`src/rtl/stride_walker_pkg.sv`:
```
// Shared types and constants for the stride-address walker.
package stride_walker_pkg;

    localparam int unsigned IDX_W = 16;

    localparam logic [31:0] STRIDE_ADDR = 32'h0004_0000;

    typedef enum logic [2:0] {
        S_IDLE,
        S_WR,
        S_WR_WAIT,
        S_RD,
        S_RD_WAIT,
        S_OUT
    } walk_state_e;

    // Index pair as the peripheral expects it: j in the upper half, i in the lower half.
    function automatic logic [31:0] pack_idx(input logic [IDX_W-1:0] i, input logic [IDX_W-1:0] j);
        return {j, i};
    endfunction

endpackage

```
`src/rtl/stride_walker_if.sv`:
```
// Device-bus initiator port plus the element output stream of the walker.
interface stride_walker_if
    import stride_walker_pkg::*;
#(
    parameter int unsigned DataWidth    = 32,
    parameter int unsigned AddressWidth = 32
);
    logic                    host_req;
    logic [AddressWidth-1:0] host_addr;
    logic                    host_we;
    logic [DataWidth/8-1:0]  host_be;
    logic [DataWidth-1:0]    host_wdata;
    logic                    host_rvalid;
    logic [DataWidth-1:0]    host_rdata;
    logic                    host_err;

    logic                    out_valid;
    logic                    out_ready;
    logic [DataWidth-1:0]    out_addr;
    logic [IDX_W-1:0]        out_i;
    logic [IDX_W-1:0]        out_j;

    modport master (
        output host_req, host_addr, host_we, host_be, host_wdata,
        input  host_rvalid, host_rdata, host_err,
        output out_valid, out_addr, out_i, out_j,
        input  out_ready
    );

    modport slave (
        input  host_req, host_addr, host_we, host_be, host_wdata,
        output host_rvalid, host_rdata, host_err,
        input  out_valid, out_addr, out_i, out_j,
        output out_ready
    );

endinterface

```
`src/rtl/stride_idx_gen.sv`:
```
// 2D index counter: i runs fastest, j steps when i wraps; extents latched on clear.
module stride_idx_gen #(
    parameter int unsigned Width = 16
) (
    input  logic             clk_i,
    input  logic             rst_ni,
    input  logic             clear_i,
    input  logic             advance_i,
    input  logic [Width-1:0] rows_i,
    input  logic [Width-1:0] cols_i,
    output logic [Width-1:0] i_o,
    output logic [Width-1:0] j_o,
    output logic [Width-1:0] nxt_i_o,
    output logic [Width-1:0] nxt_j_o,
    output logic             last_o
);

    logic [Width-1:0] rows_q;
    logic [Width-1:0] cols_q;
    logic [Width-1:0] i_q;
    logic [Width-1:0] j_q;
    logic             i_wrap;

    // Successor indices and end-of-grid detection from the latched extents.
    always_comb begin
        i_wrap  = (i_q == rows_q - Width'(1));
        nxt_i_o = i_wrap ? '0 : i_q + Width'(1);
        nxt_j_o = i_wrap ? j_q + Width'(1) : j_q;
        last_o  = i_wrap && (j_q == cols_q - Width'(1));
    end

    // Extent latch and index registers.
    always_ff @(posedge clk_i or negedge rst_ni) begin
        if (!rst_ni) begin
            rows_q <= '0;
            cols_q <= '0;
            i_q    <= '0;
            j_q    <= '0;
        end else if (clear_i) begin
            rows_q <= rows_i;
            cols_q <= cols_i;
            i_q    <= '0;
            j_q    <= '0;
        end else if (advance_i) begin
            i_q <= nxt_i_o;
            j_q <= nxt_j_o;
        end
    end

    assign i_o = i_q;
    assign j_o = j_q;

endmodule

```
`src/rtl/stride_walker.sv`:
```
// Walks a rows x cols grid through the stride peripheral: write index pair,
// read back the element address, hand it out on a valid/ready stream.
module stride_walker
    import stride_walker_pkg::*;
#(
    parameter int unsigned             DataWidth    = 32,
    parameter int unsigned             AddressWidth = 32,
    parameter logic [AddressWidth-1:0] StrideAddr   = AddressWidth'(STRIDE_ADDR)
) (
    input  logic             clk_i,
    input  logic             rst_ni,
    input  logic             start_i,
    input  logic [IDX_W-1:0] rows_i,
    input  logic [IDX_W-1:0] cols_i,
    output logic             busy_o,
    output logic             done_o,
    output logic             err_o,
    stride_walker_if.master  bus
);

    if (DataWidth != 32) begin : g_width_check
        $error("stride_walker: DataWidth must be 32");
    end

    walk_state_e      state_q;
    walk_state_e      state_d;
    logic             idx_clear;
    logic             idx_adv;
    logic             idx_last;
    logic             walk_end;
    logic             start_ok;
    logic             set_err;
    logic [IDX_W-1:0] idx_i;
    logic [IDX_W-1:0] idx_j;
    logic [IDX_W-1:0] nxt_i;
    logic [IDX_W-1:0] nxt_j;
    logic [IDX_W-1:0] wr_i;
    logic [IDX_W-1:0] wr_j;

    stride_idx_gen #(
        .Width(IDX_W)
    ) u_idx (
        .clk_i    (clk_i),
        .rst_ni   (rst_ni),
        .clear_i  (idx_clear),
        .advance_i(idx_adv),
        .rows_i   (rows_i),
        .cols_i   (cols_i),
        .i_o      (idx_i),
        .j_o      (idx_j),
        .nxt_i_o  (nxt_i),
        .nxt_j_o  (nxt_j),
        .last_o   (idx_last)
    );

    // Next-state logic; also decides counter control and walk termination.
    always_comb begin
        state_d   = state_q;
        idx_clear = 1'b0;
        idx_adv   = 1'b0;
        walk_end  = 1'b0;
        start_ok  = 1'b0;
        set_err   = 1'b0;
        case (state_q)
            S_IDLE: begin
                if (start_i) begin
                    start_ok  = 1'b1;
                    idx_clear = 1'b1;
                    if (rows_i == '0 || cols_i == '0) begin
                        walk_end = 1'b1;
                    end else begin
                        state_d = S_WR;
                    end
                end
            end
            S_WR:      state_d = S_WR_WAIT;
            S_WR_WAIT: begin
                if (bus.host_rvalid) begin
                    if (bus.host_err) begin
                        set_err  = 1'b1;
                        walk_end = 1'b1;
                        state_d  = S_IDLE;
                    end else begin
                        state_d = S_RD;
                    end
                end
            end
            S_RD:      state_d = S_RD_WAIT;
            S_RD_WAIT: begin
                if (bus.host_rvalid) begin
                    if (bus.host_err) begin
                        set_err  = 1'b1;
                        walk_end = 1'b1;
                        state_d  = S_IDLE;
                    end else begin
                        state_d = S_OUT;
                    end
                end
            end
            S_OUT: begin
                if (bus.out_ready) begin
                    if (idx_last) begin
                        walk_end = 1'b1;
                        state_d  = S_IDLE;
                    end else begin
                        idx_adv = 1'b1;
                        state_d = S_WR;
                    end
                end
            end
            default:   state_d = S_IDLE;
        endcase
        // Outputs are registered, so the write payload uses the indices the
        // counter will hold once the transition into WR has happened.
        wr_i = start_ok ? '0 : nxt_i;
        wr_j = start_ok ? '0 : nxt_j;
    end

    // FSM state register.
    always_ff @(posedge clk_i or negedge rst_ni) begin
        if (!rst_ni) begin
            state_q <= S_IDLE;
        end else begin
            state_q <= state_d;
        end
    end

    // Registered status, bus request and output stream, derived from the next state.
    always_ff @(posedge clk_i or negedge rst_ni) begin
        if (!rst_ni) begin
            busy_o         <= 1'b0;
            done_o         <= 1'b0;
            err_o          <= 1'b0;
            bus.host_req   <= 1'b0;
            bus.host_we    <= 1'b0;
            bus.host_be    <= '0;
            bus.host_wdata <= '0;
            bus.host_addr  <= '0;
            bus.out_valid  <= 1'b0;
            bus.out_addr   <= '0;
            bus.out_i      <= '0;
            bus.out_j      <= '0;
        end else begin
            busy_o         <= (state_d != S_IDLE);
            done_o         <= walk_end;
            if (start_ok) begin
                err_o <= 1'b0;
            end else if (set_err) begin
                err_o <= 1'b1;
            end
            bus.host_req   <= (state_d == S_WR) || (state_d == S_RD);
            bus.host_we    <= (state_d == S_WR);
            bus.host_be    <= (state_d == S_WR) ? '1 : '0;
            bus.host_wdata <= (state_d == S_WR) ? DataWidth'(pack_idx(wr_i, wr_j)) : '0;
            bus.host_addr  <= ((state_d == S_WR) || (state_d == S_RD)) ? StrideAddr : '0;
            bus.out_valid  <= (state_d == S_OUT);
            if (state_q == S_RD_WAIT && bus.host_rvalid) begin
                bus.out_addr <= bus.host_rdata;
                bus.out_i    <= idx_i;
                bus.out_j    <= idx_j;
            end
        end
    end

endmodule

```
`src/flat_wrapper.sv`:
```
// flat-port wrapper written by rule: the top's interface ports become plain ports
module stride_walker_flat import stride_walker_pkg::*;
#(
    parameter int unsigned             DataWidth    = 32,
    parameter int unsigned             AddressWidth = 32,
    parameter logic [AddressWidth-1:0] StrideAddr   = AddressWidth'(STRIDE_ADDR)
)
  (clk_i, rst_ni, start_i, rows_i, cols_i, busy_o, done_o, err_o, bus_host_req, bus_host_addr, bus_host_we, bus_host_be, bus_host_wdata, bus_host_rvalid, bus_host_rdata, bus_host_err, bus_out_valid, bus_out_addr, bus_out_i, bus_out_j, bus_out_ready);
  stride_walker_if #(.DataWidth(DataWidth), .AddressWidth(AddressWidth)) bus_i ();
  input  logic clk_i;
  input  logic rst_ni;
  input  logic start_i;
  input  logic [IDX_W-1:0] rows_i;
  input  logic [IDX_W-1:0] cols_i;
  output logic busy_o;
  output logic done_o;
  output logic err_o;
  output wire logic [$bits(bus_i.host_req)-1:0] bus_host_req;
  output wire logic [$bits(bus_i.host_addr)-1:0] bus_host_addr;
  output wire logic [$bits(bus_i.host_we)-1:0] bus_host_we;
  output wire logic [$bits(bus_i.host_be)-1:0] bus_host_be;
  output wire logic [$bits(bus_i.host_wdata)-1:0] bus_host_wdata;
  input wire logic [$bits(bus_i.host_rvalid)-1:0] bus_host_rvalid;
  input wire logic [$bits(bus_i.host_rdata)-1:0] bus_host_rdata;
  input wire logic [$bits(bus_i.host_err)-1:0] bus_host_err;
  output wire logic [$bits(bus_i.out_valid)-1:0] bus_out_valid;
  output wire logic [$bits(bus_i.out_addr)-1:0] bus_out_addr;
  output wire logic [$bits(bus_i.out_i)-1:0] bus_out_i;
  output wire logic [$bits(bus_i.out_j)-1:0] bus_out_j;
  input wire logic [$bits(bus_i.out_ready)-1:0] bus_out_ready;
  assign bus_host_req = bus_i.host_req;
  assign bus_host_addr = bus_i.host_addr;
  assign bus_host_we = bus_i.host_we;
  assign bus_host_be = bus_i.host_be;
  assign bus_host_wdata = bus_i.host_wdata;
  assign bus_i.host_rvalid = bus_host_rvalid;
  assign bus_i.host_rdata = bus_host_rdata;
  assign bus_i.host_err = bus_host_err;
  assign bus_out_valid = bus_i.out_valid;
  assign bus_out_addr = bus_i.out_addr;
  assign bus_out_i = bus_i.out_i;
  assign bus_out_j = bus_i.out_j;
  assign bus_i.out_ready = bus_out_ready;
  stride_walker #(.DataWidth(DataWidth), .AddressWidth(AddressWidth), .StrideAddr(StrideAddr)) u_core (.clk_i(clk_i), .rst_ni(rst_ni), .start_i(start_i), .rows_i(rows_i), .cols_i(cols_i), .busy_o(busy_o), .done_o(done_o), .err_o(err_o), .bus(bus_i));
endmodule
```
`config.mk`:
```
export PLATFORM = sky130hd
export DESIGN_NAME = stride_walker_flat
export DESIGN_NICKNAME = d
export VERILOG_FILES = /design/src/rtl/stride_walker_pkg.sv /design/src/rtl/stride_walker_if.sv /design/src/rtl/stride_idx_gen.sv /design/src/rtl/stride_walker.sv /design/src/flat_wrapper.sv
export SDC_FILE = /design/constraint.sdc
export NUM_CORES = 1
export LEC_CHECK = 0
export ABC_CLOCK_PERIOD_IN_PS = 3750
export BUFFER_PORTS_ARGS = -buffer_cell sky130_fd_sc_hd__buf_4
export CORE_ASPECT_RATIO = 1.25
export CORE_UTILIZATION = 45
export CTS_BUF_LIST = sky130_fd_sc_hd__clkbuf_8
export CTS_CLUSTER_SIZE = 24
export DETAILED_ROUTE_END_ITERATION = 8
export GPL_TIMING_DRIVEN = 0
export HOLD_SLACK_MARGIN = 0.08
export PLACE_DENSITY = 0.68
export SKIP_CTS_REPAIR_TIMING = 1
export SYNTH_ARGS = -nofsm -noshare
export SYNTH_HDL_FRONTEND = slang
export SYNTH_SLANG_ARGS = --single-unit
```
`constraint.sdc`:
```
create_clock -name clk_i -period 3.75 [get_ports clk_i]
set_clock_uncertainty 0.05 [all_clocks]
set_input_delay 0.75 -clock clk_i [delete_from_list [all_inputs] [get_ports clk_i]]
set_output_delay 0.75 -clock clk_i [all_outputs]
set_load 0.02 [all_outputs]
```
# ---- Word-level counts from Yosys, hierarchy flattened
# Cells that the tools add are included.
dict set report totals {
  inputBits 70
  ff_bits 205
}
dict set report classes {
  addsub 4
  n_eq_ne 10
  mux 35
  n_reduce_logical 11
}
# operator n
set op_table {}
lappend op_table {{$mux 16} 8}
lappend op_table {{$add 16x1->16 const B} 2}
lappend op_table {{$eq 16x16->1} 2}
lappend op_table {{$logic_not 16->1} 2}
lappend op_table {{$mux 32} 1}
lappend op_table {{$sub 16x1->16 const B} 2}
lappend op_table {{$mux 19} 1}
lappend op_table {{$mux 3} 6}
lappend op_table {{$pmux 3 s6} 1}
lappend op_table {{$mux 1} 15}
lappend op_table {{$eq 3x2->1 const B} 3}
lappend op_table {{$eq 3x3->1 const B} 3}
lappend op_table {{$eq 3x1->1 const B} 2}
lappend op_table {{$mux 4} 1}
lappend op_table {{$reduce_bool 2->1} 2}
lappend op_table {{$logic_not 3->1} 1}
lappend op_table {{$pmux 1 s3} 1}
lappend op_table {{$reduce_bool 3->1} 1}
lappend op_table {{$logic_and 1x1->1} 2}
lappend op_table {{$logic_or 1x1->1} 2}
lappend op_table {{$mux 2} 1}
lappend op_table {{$reduce_or 2->1} 1}

# ---- Longest topological paths before layout
# Gate-level depths: netlist of the first run.
dict set report depth {
  depth_word 9
  mapped_depth 13
}

# ---- By module
# A second synthesis of the first run with hierarchy kept.
dict set report unflattened {
  hier_cells 835
  area_unflattened_um2 8982.4
}
# mod instances area_each_um2 seq_area_each_um2 cells_each
set by_module_without_submodules {}
lappend by_module_without_submodules {stride_idx_gen 1 4727.0 1601.5 532}
lappend by_module_without_submodules {stride_walker 1 4255.3 2627.5 303}

# ---- Worst setup path before layout of the first run
# No wires, ideal clock.
dict set report synth_timing {
  path_type {register to register}
  start {register u_core.u_idx.cols_q[0]}
  end {register u_core.u_idx.j_q[10], in the netlist u_core.u_idx.j_o[10]}
  n_path_buf 3
  setup_slack_ns 0.495
  arrival_time_ns 3.061
  stages_incl_launch_ff 14
  cell_sequence {dfrtp_1 inv_1 ha_1 clkbuf_1 or4b_2 nor2_1 a32oi_1 a21oi_1 o2111ai_1 nor4b_4 or2_1 buf_6 buf_4 o22ai_1}
}
dict set report synth_between {
  elab_chain_cells 7
}
# item line_no
set synth_lines {}
lappend synth_lines {{from (decl)} stride_idx_gen.sv:19} ;# logic [Width-1:0] cols_q;
lappend synth_lines {{from (signal assigned)} stride_idx_gen.sv:41} ;# cols_q <= cols_i;
lappend synth_lines {{$sub 16x1->16} stride_idx_gen.sv:29} ;# last_o = i_wrap && (j_q == cols_q - Width'(1));
lappend synth_lines {{$eq 16x16->1} stride_idx_gen.sv:29}
lappend synth_lines {{$logic_and 1x1->1} stride_idx_gen.sv:29}
lappend synth_lines {{$mux 1} stride_walker.sv:102} ;# if (idx_last) begin
lappend synth_lines {{$mux 1} stride_walker.sv:101} ;# if (bus.out_ready) begin
lappend synth_lines {{$mux 1} stride_walker.sv:64} ;# case (state_q)
lappend synth_lines {{$reduce_bool 2->1 (no line)} -}
lappend synth_lines {{to (signal assigned)} stride_idx_gen.sv:46} ;# j_q <= nxt_j_o;
lappend synth_lines {{to (decl)} stride_idx_gen.sv:21} ;# logic [Width-1:0] j_q;
# No other way between the ends.
# A chain may end at the register's enable or synchronous reset.

# ---- Worst setup path after layout of the first run
dict set report layout_timing {
  start {register u_core.u_idx.rows_q[2]}
  end {register u_core.u_idx.j_q[10], in the netlist u_core.u_idx.j_o[10]}
}
dict set report layout_between {
  elab_chain_cells 7
  elab_cells_between_ends 10
}
# item line_no
set layout_lines {}
lappend layout_lines {{from (decl)} stride_idx_gen.sv:18} ;# logic [Width-1:0] rows_q;
lappend layout_lines {{from (signal assigned)} stride_idx_gen.sv:40} ;# rows_q <= rows_i;
lappend layout_lines {{$sub 16x1->16 *} stride_idx_gen.sv:26} ;# i_wrap = (i_q == rows_q - Width'(1));
lappend layout_lines {{$eq 16x16->1 *} stride_idx_gen.sv:26}
lappend layout_lines {{$logic_and 1x1->1} stride_idx_gen.sv:29}
lappend layout_lines {{$mux 1} stride_walker.sv:102}
lappend layout_lines {{$mux 1} stride_walker.sv:101}
lappend layout_lines {{$mux 1} stride_walker.sv:64}
lappend layout_lines {{$reduce_bool 2->1 (no line)} -}
# Every way passes the cells marked *; elsewhere a longest branch is shown, timed or not. The select of a mux whose other input is x is not followed.

==> out/results.tsv, run 1 <==
stage	metric	value	unit
cts	clock_latency	480	ps
global_route	grt_use_met1	28.5	%
synth	netlist_top_cells_area	dfrtp_1, mux2_2, nand2_1	
sta	worst_slew_margin_rel	33.5	%
cts	clk_pin_slew	100	ps
global_route	antenna_found_initial	0	
synth	avgSynthCellArea	10.5	um^2
cts	tritoncts	done	
critical_path	r2r_cells	11	
floorplan	die_h	154	um
route	drc_errors	0	
sta	slew_violations	0	
floorplan	core	0.0181	mm^2
critical_path	cp-start-kind	register	
placed_design	io_buffers	176	
pwr	seq_power_share	38.1	%
sta	fin_tns_setup	0	ps
floorplan	initial_utilization	46.1	%
global_route	grt_pass1_vias	6357	
sta	max_freq	281	MHz
sta	holdWs	177	ps
placed_design	place_congestion	0.909	
synth	synth_area_leader_cell	dfrtp_1	
outcome	outcome	finished, final reports clean	
sta	finalHoldViolations	0	
route	post_drt_wl_per_cell	16.7	um
synth	ys_warn_count	0	
route	post_drt_via_cell_ratio	5.22	
critical_path	end_kind	register	
route	routed_wl	21.1	mm
placed_design	place_ws	-190	ps
pwr	p_per_area	634	mW/mm^2
cells_and_area	utilization	58.6	%
pwr	swShare	38.8	%
cts	clkSinkCount	169	
sta	period_needed	3550	ps
pwr	switchingPower	2.61	mW
sta	rsz0062_at_grt	false	
pwr	p_leak	5.13	nW
cts	h-tree-depth	4	
route	drt_iter0_drc	528	
pwr	peakVddDrop	0.000393	V
job	maxCapViolCount	0	
route	antenna_left	0	
pwr	internal_power	4.11	mW
route	firstDrtPassIters	5	
sta	setup_viol	0	
placed_design	post_dp_cell_area	0.0101	mm^2
global_route	grt_overflow_total	0	
cells_and_area	area_growth	27.3	%
cells_and_area	antenna_cells	0	
critical_path	ff2ff_setup_slack	200	ps
synth	synthDistinctLibCells	62	
floorplan	rows	55	
cells_and_area	nNetsFinal	1096	
critical_path	criticalPathCategory	register to register	
sta	period_share	94.8	%
global_route	top_usage_layer	met2	
route	vias	6597	
critical_path	r2r_start	u_core.u_idx.rows_q[2]$_DFFE_PN0P_	
floorplan	die_area	0.0191	mm^2
global_route	grt.total_usage	23.2	%
critical_path	cp_max_fo	10	
global_route	grt_pass1_wl	33.5	mm
synth	yosys_most_used_dff	dfrtp_1	
global_route	use_met2	40.0	%
cts	cts_root_buf	clkbuf_8	
sta	setup_ws	197	ps
floorplan	chipWidth	124	um
global_route	grtUsageMet3	3.89	%
critical_path	required	4040	ps
pwr	clock_power_share	22.1	%
cts	clockBufferDepth	2	
synth	synthArstFlopShare	100	%
synth	netlist.area_leader.share	50.7	%
synth	netlist_area	0.00834	mm^2
pwr	p_comb_share	39.7	%
sta	worst_pin_slew	983	ps
synth	yosysSeqAreaShare	50.7	%
cts	cts_buffers	17	
floorplan	pin_count	208	
critical_path	cp_data_arrival_time	3850	ps
global_route	grt_start_max_net_pins	96	
cells_and_area	drive_gt1_share	33.3	%
hold_path	hp-class	input pin to async pin	
placed_design	dp_hpwl	15.8	mm
synth	synth-edff-count	0	
synth	syn_inst	795	
synth	ys_ff_latch	169	
critical_path	r2r-end	u_core.u_idx.j_o[10]$_DFFE_PN0P_	
cells_and_area	final_cell_area	0.0106	mm^2
-- cells in the mapped netlist (all sizes together) (3+ instances only) --
| cell | count |
|---|---|
| o21a | 4 |
| mux2 | 64 |
| mux2i | 7 |
| nand4 | 11 |
| nor2 | 54 |
| nand3 | 21 |
| inv | 18 |
| and2 | 6 |
| nor4b | 5 |
| dfrtp | 169 |
| xnor2 | 39 |
| clkbuf | 33 |
| or4 | 7 |
| nor3 | 21 |
| nand2b | 14 |
| and3 | 10 |
| o22ai | 8 |
| a21oi | 9 |
| a211oi | 3 |
| ha | 4 |
| nor3b | 3 |
| a31o | 16 |
| or3 | 4 |
| o21ai | 18 |
| xor2 | 29 |
| nand2 | 115 |
| buf | 44 |
| o31a | 3 |
| nor4 | 17 |
| nor2b | 5 |
| a31oi | 6 |
-- through the flow --
step | power, mW | instances
after floorplan | 4.31 | 825
after global placement | 5.16 | 1229
after detailed placement | 5.24 | 1231
after CTS | 6.72 | 1263
after global routing | 7.14 | 1263
final | 6.73 | 1263
-- worst max-delay path by stage --
stage | start | end | depth (start not counted)
floorplan | u_core.u_idx.cols_q[0]$_DFFE_PN0P_ | u_core.u_idx.j_o[10]$_DFFE_PN0P_ | 13
global placement | u_core.u_idx.cols_q[0]$_DFFE_PN0P_ | u_core.u_idx.j_o[6]$_DFFE_PN0P_ | 13
detailed placement | u_core.u_idx.cols_q[0]$_DFFE_PN0P_ | u_core.u_idx.j_o[3]$_DFFE_PN0P_ | 13
CTS | u_core.u_idx.cols_q[0]$_DFFE_PN0P_ | u_core.u_idx.j_o[3]$_DFFE_PN0P_ | 13
global route | u_core.u_idx.rows_q[0]$_DFFE_PN0P_ | u_core.bus.host_wdata[17]$_DFF_PN0_ | 13
finish | u_core.u_idx.rows_q[2]$_DFFE_PN0P_ | u_core.u_idx.j_o[10]$_DFFE_PN0P_ | 11
-- sequential cells by signal, indices dropped and copies added, names as in the netlist, 3 cells and up --
| name | flops |
|---|---|
| u_core.bus.out_j | 16 |
| u_core.u_idx.rows_q | 16 |
| u_core.bus.out_i | 16 |
| u_core.u_idx.i_o | 16 |
| u_core.u_idx.cols_q | 16 |
| u_core.bus.host_wdata | 32 |
| u_core.u_idx.j_o | 16 |
| u_core.bus.out_addr | 32 |
| u_core.state_q | 3 |
-- critical path, stage by stage, from the launching register on --
cell	delay, ps
dfrtp_1	480
nor3_1	480
nand3_2	130
or4_1	530
a211o_2	440
nor4b_4	310
nor4b_4	220
buf_4	220
or2_1	130
buf_6	150
buf_4	190
o22ai_1	100
-- power by group through the flow --
stage / logic (mW) / registers, mW / clock network (mW)
finish: 2.67 / 2.57 / 1.49
global route: 2.94 / 2.62 / 1.58
CTS: 2.65 / 2.56 / 1.52
detailed placement: 2.64 / 2.60 / 0
global placement: 2.58 / 2.58 / 0
floorplan: 1.54 / 2.78 / 0
-- placed cells by master, fill, tap and decap left out, types with 19 or more instances in the layout --
cell type / netlist / layout
conb_1: 1 / 31
buf_4: 40 / 216
mux2_2: 64 / 64
nand2_1: 115 / 115
nor3_1: 20 / 19
xnor2_1: 39 / 39
dfrtp_1: 169 / 168
nor2_1: 54 / 54
clkbuf_1: 33 / 32
xor2_1: 29 / 29
nand3_1: 20 / 20
-- logic make-up after synthesis --
logic type | count (synthesis) | synth area share [%]
simple gates | 300 | 18.3
flops | 169 | 50.7
buf+inv | 95 | 6.35
compound gates | 87 | 7.37
mux | 71 | 9.49
xor+xnor | 68 | 7.14
fa+ha+maj | 4 | 0.600
other cells | 1 | 0.0450
-- cell type report --
| class | instances | area [um^2] |
|---|---|---|
| buffer | 76 | 458 |
| clock buffer | 18 | 248 |
| clock inverter | 14 | 206 |
| fill | 1618 | 7490 |
| inverter | 18 | 67.6 |
| multi-input combinational | 561 | 3740 |
| sequential | 169 | 4230 |
| tap | 228 | 285 |
| timing repair buffer | 179 | 1380 |
-- layer usage --
layer  share of wire [%]  wire length, um  up-vias
met3                 4.2              880       36
met4                 2.5              529        0
met5                   0                0        -
li1                    -                -     3139
met2                  53            11200      181
met1                  40             8490     3241
No activity file was read; power rests on OpenSTA's default activity.
==> run 2, diff against run 1 <==
--- a/config.mk
+++ b/config.mk
@@ -14,7 +14,7 @@
 export DETAILED_ROUTE_END_ITERATION = 8
 export GPL_TIMING_DRIVEN = 0
 export HOLD_SLACK_MARGIN = 0.08
-export PLACE_DENSITY = 0.68
+export PLACE_DENSITY_LB_ADDON = 0.3
 export SKIP_CTS_REPAIR_TIMING = 1
 export SYNTH_ARGS = -nofsm -noshare
 export SYNTH_HDL_FRONTEND = slang
==> out/results.tsv, run 2 (synthesized netlist as in run 1, its figures left out) <==
stage	metric	value	unit	change
cts	h-tree-depth	4		unchanged
cells_and_area	final_cell_mix	buf_4, dfrtp_1, nand2_1		
route	firstDrtPassIters	5		unchanged
cts	clockBufferDepth	2		unchanged
route	routed_wl	21.2	mm	+0.11%
pwr	peakVddDrop	0.000409	V	+4.1%
cells_and_area	area_growth	27.3	%	about the same
global_route	antenna_found_initial	0		unchanged
global_route	grt_pass1_vias	6388		+0.49%
sta	period_needed	3610	ps	+60.3 ps
critical_path	required	4000	ps	-40 ps
cts	cts_buffers	17		unchanged
sta	holdWs	166	ps	-10.6 ps
floorplan	rows	55		unchanged
critical_path	criticalPathCategory	register to register		
pwr	p_per_area	624	mW/mm^2	-1.6%
placed_design	post_dp_cell_area	0.0101	mm^2	unchanged
route	drt_iter0_drc	357		-32%
critical_path	r2r-end	u_core.u_idx.j_o[3]$_DFFE_PN0P_		
cells_and_area	final_common_cell	buf_4		
job	maxCapViolCount	0		unchanged
pwr	finalPower	6.62	mW	-1.6%
cells_and_area	drive_gt1_share	33.4	%	about the same
critical_path	end_kind	register		
cts	clk_pin_slew	90	ps	about the same
floorplan	core	0.0181	mm^2	unchanged
placed_design	dp_hpwl	16.0	mm	+1.1%
route	antenna_left	0		unchanged
route	vias	6659		+0.94%
cells_and_area	nNetsFinal	1101		+0.46%
floorplan	initial_utilization	46.1	%	unchanged
sta	max_freq	277	MHz	-1.7%
floorplan	pin_count	208		unchanged
route	post_drt_via_cell_ratio	5.25		+0.54%
sta	fin_tns_setup	0	ps	unchanged
critical_path	r2r_cells	11		unchanged
global_route	grt.total_usage	22.8	%	-0.41 points
critical_path	cp-start-kind	register		
global_route	grt_pass1_wl	33.1	mm	-1.1%
placed_design	io_buffers	176		unchanged
route	post_drt_wl_per_cell	16.7	um	-0.29%
global_route	grt_overflow_total	0		unchanged
hold_path	hp-class	input pin to async pin		
placed_design	place_congestion	0.894		-1.6%
critical_path	r2r_start	u_core.u_idx.rows_q[4]$_DFFE_PN0P_		
sta	finalHoldViolations	0		unchanged
sta	slew_violations	0		unchanged
sta	worst_slew_margin_rel	29.2	%	-4.3 points
sta	worst_pin_slew	1050	ps	+63.6 ps
route	drc_errors	0		unchanged
sta	period_share	96.4	%	+1.6 points
cells_and_area	largestRegisters	u_core.bus.host_wdata x32, u_core.bus.out_addr x32		
floorplan	die_area	0.0191	mm^2	unchanged
critical_path	cp_max_fo	10		unchanged
floorplan	die_h	154	um	unchanged
floorplan	chipWidth	124	um	unchanged
cells_and_area	multiInputGateArea	0.00373	mm^2	-0.30%
pwr	p_leak	5.14	nW	about the same
cells_and_area	n_fill_cell	1597		-1.3%
sta	setup_viol	0		unchanged
critical_path	cp_data_arrival_time	3870	ps	+20 ps
critical_path	ff2ff_setup_slack	140	ps	-60 ps
cells_and_area	final_cell_area	0.0106	mm^2	about the same
sta	rsz0062_at_grt	false		
global_route	grt_start_max_net_pins	107		+11%
cts	clock_latency	460	ps	-20 ps
cells_and_area	seq_area	0.00423	mm^2	about the same
cts	clkSinkCount	169		unchanged
cts	tritoncts	done		
cells_and_area	antenna_cells	0		unchanged
outcome	outcome	finished, final reports clean		
cts	cts_root_buf	clkbuf_8		
run 2: cell type report:
cell class / instances / share of cell area [%]
flip-flops and latches: 169 / 39.9
multi-input cells: 561 / 35.1
repair buffers: 184 / 13.3
plain buffers: 76 / 4.32
well taps: 228 / 2.69
clock buffers: 19 / 2.47
clock inverters: 13 / 1.57
inverters: 18 / 0.637
run 2: critical path, stage by stage, from the launching register on:
cell,delay [ps]
dfrtp_1,500
nor4_4,460
nand3_2,110
or4_1,530
a211o_1,430
nor4b_2,360
nor4b_4,240
buf_4,200
or2_1,120
buf_6,150
buf_4,190
o22ai_1,110
run 2: worst max-delay path by stage:
stage / from / to / slack [ps] / cells after the start
after detailed placement: u_core.u_idx.cols_q[0]$_DFFE_PN0P_ / u_core.u_idx.j_o[3]$_DFFE_PN0P_ / -140 / 13
after global routing: u_core.u_idx.rows_q[0]$_DFFE_PN0P_ / u_core.u_idx.j_o[3]$_DFFE_PN0P_ / 30 / 11
after CTS: u_core.u_idx.cols_q[0]$_DFFE_PN0P_ / u_core.u_idx.j_o[3]$_DFFE_PN0P_ / -180 / 13
after global placement: u_core.u_idx.cols_q[0]$_DFFE_PN0P_ / u_core.u_idx.j_o[8]$_DFFE_PN0P_ / -120 / 13
final: u_core.u_idx.rows_q[4]$_DFFE_PN0P_ / u_core.u_idx.j_o[3]$_DFFE_PN0P_ / 140 / 11
after floorplan: u_core.u_idx.cols_q[0]$_DFFE_PN0P_ / u_core.u_idx.j_o[10]$_DFFE_PN0P_ / 490 / 13
run 2: power breakdown:
| group | switching (mW) | internal [mW] | total (mW) |
|---|---|---|---|
| Clock | 0.680 | 0.699 | 1.38 |
| Sequential | 0.348 | 2.22 | 2.56 |
| Combinational | 1.53 | 1.15 | 2.68 |
| Total | 2.56 | 4.06 | 6.62 |
run 2: routing by layer:
metal  wire, um  GRT usage, %
met1       8160          27.2
met2      11200          39.0
met5          0             0
met4        799          11.1
met3        944          4.01
run 2: per-stage QoR:
stage / setup slack [ps] / utilization [%] / std cells
floorplan: 495 / - / 825
global placement: -121 / 55.6 / 1229
detailed placement: -143 / 55.8 / 1231
CTS: -175 / 58.2 / 1263
global route: 29.1 / 58.6 / 1268
finish: 137 / 58.6 / 1268
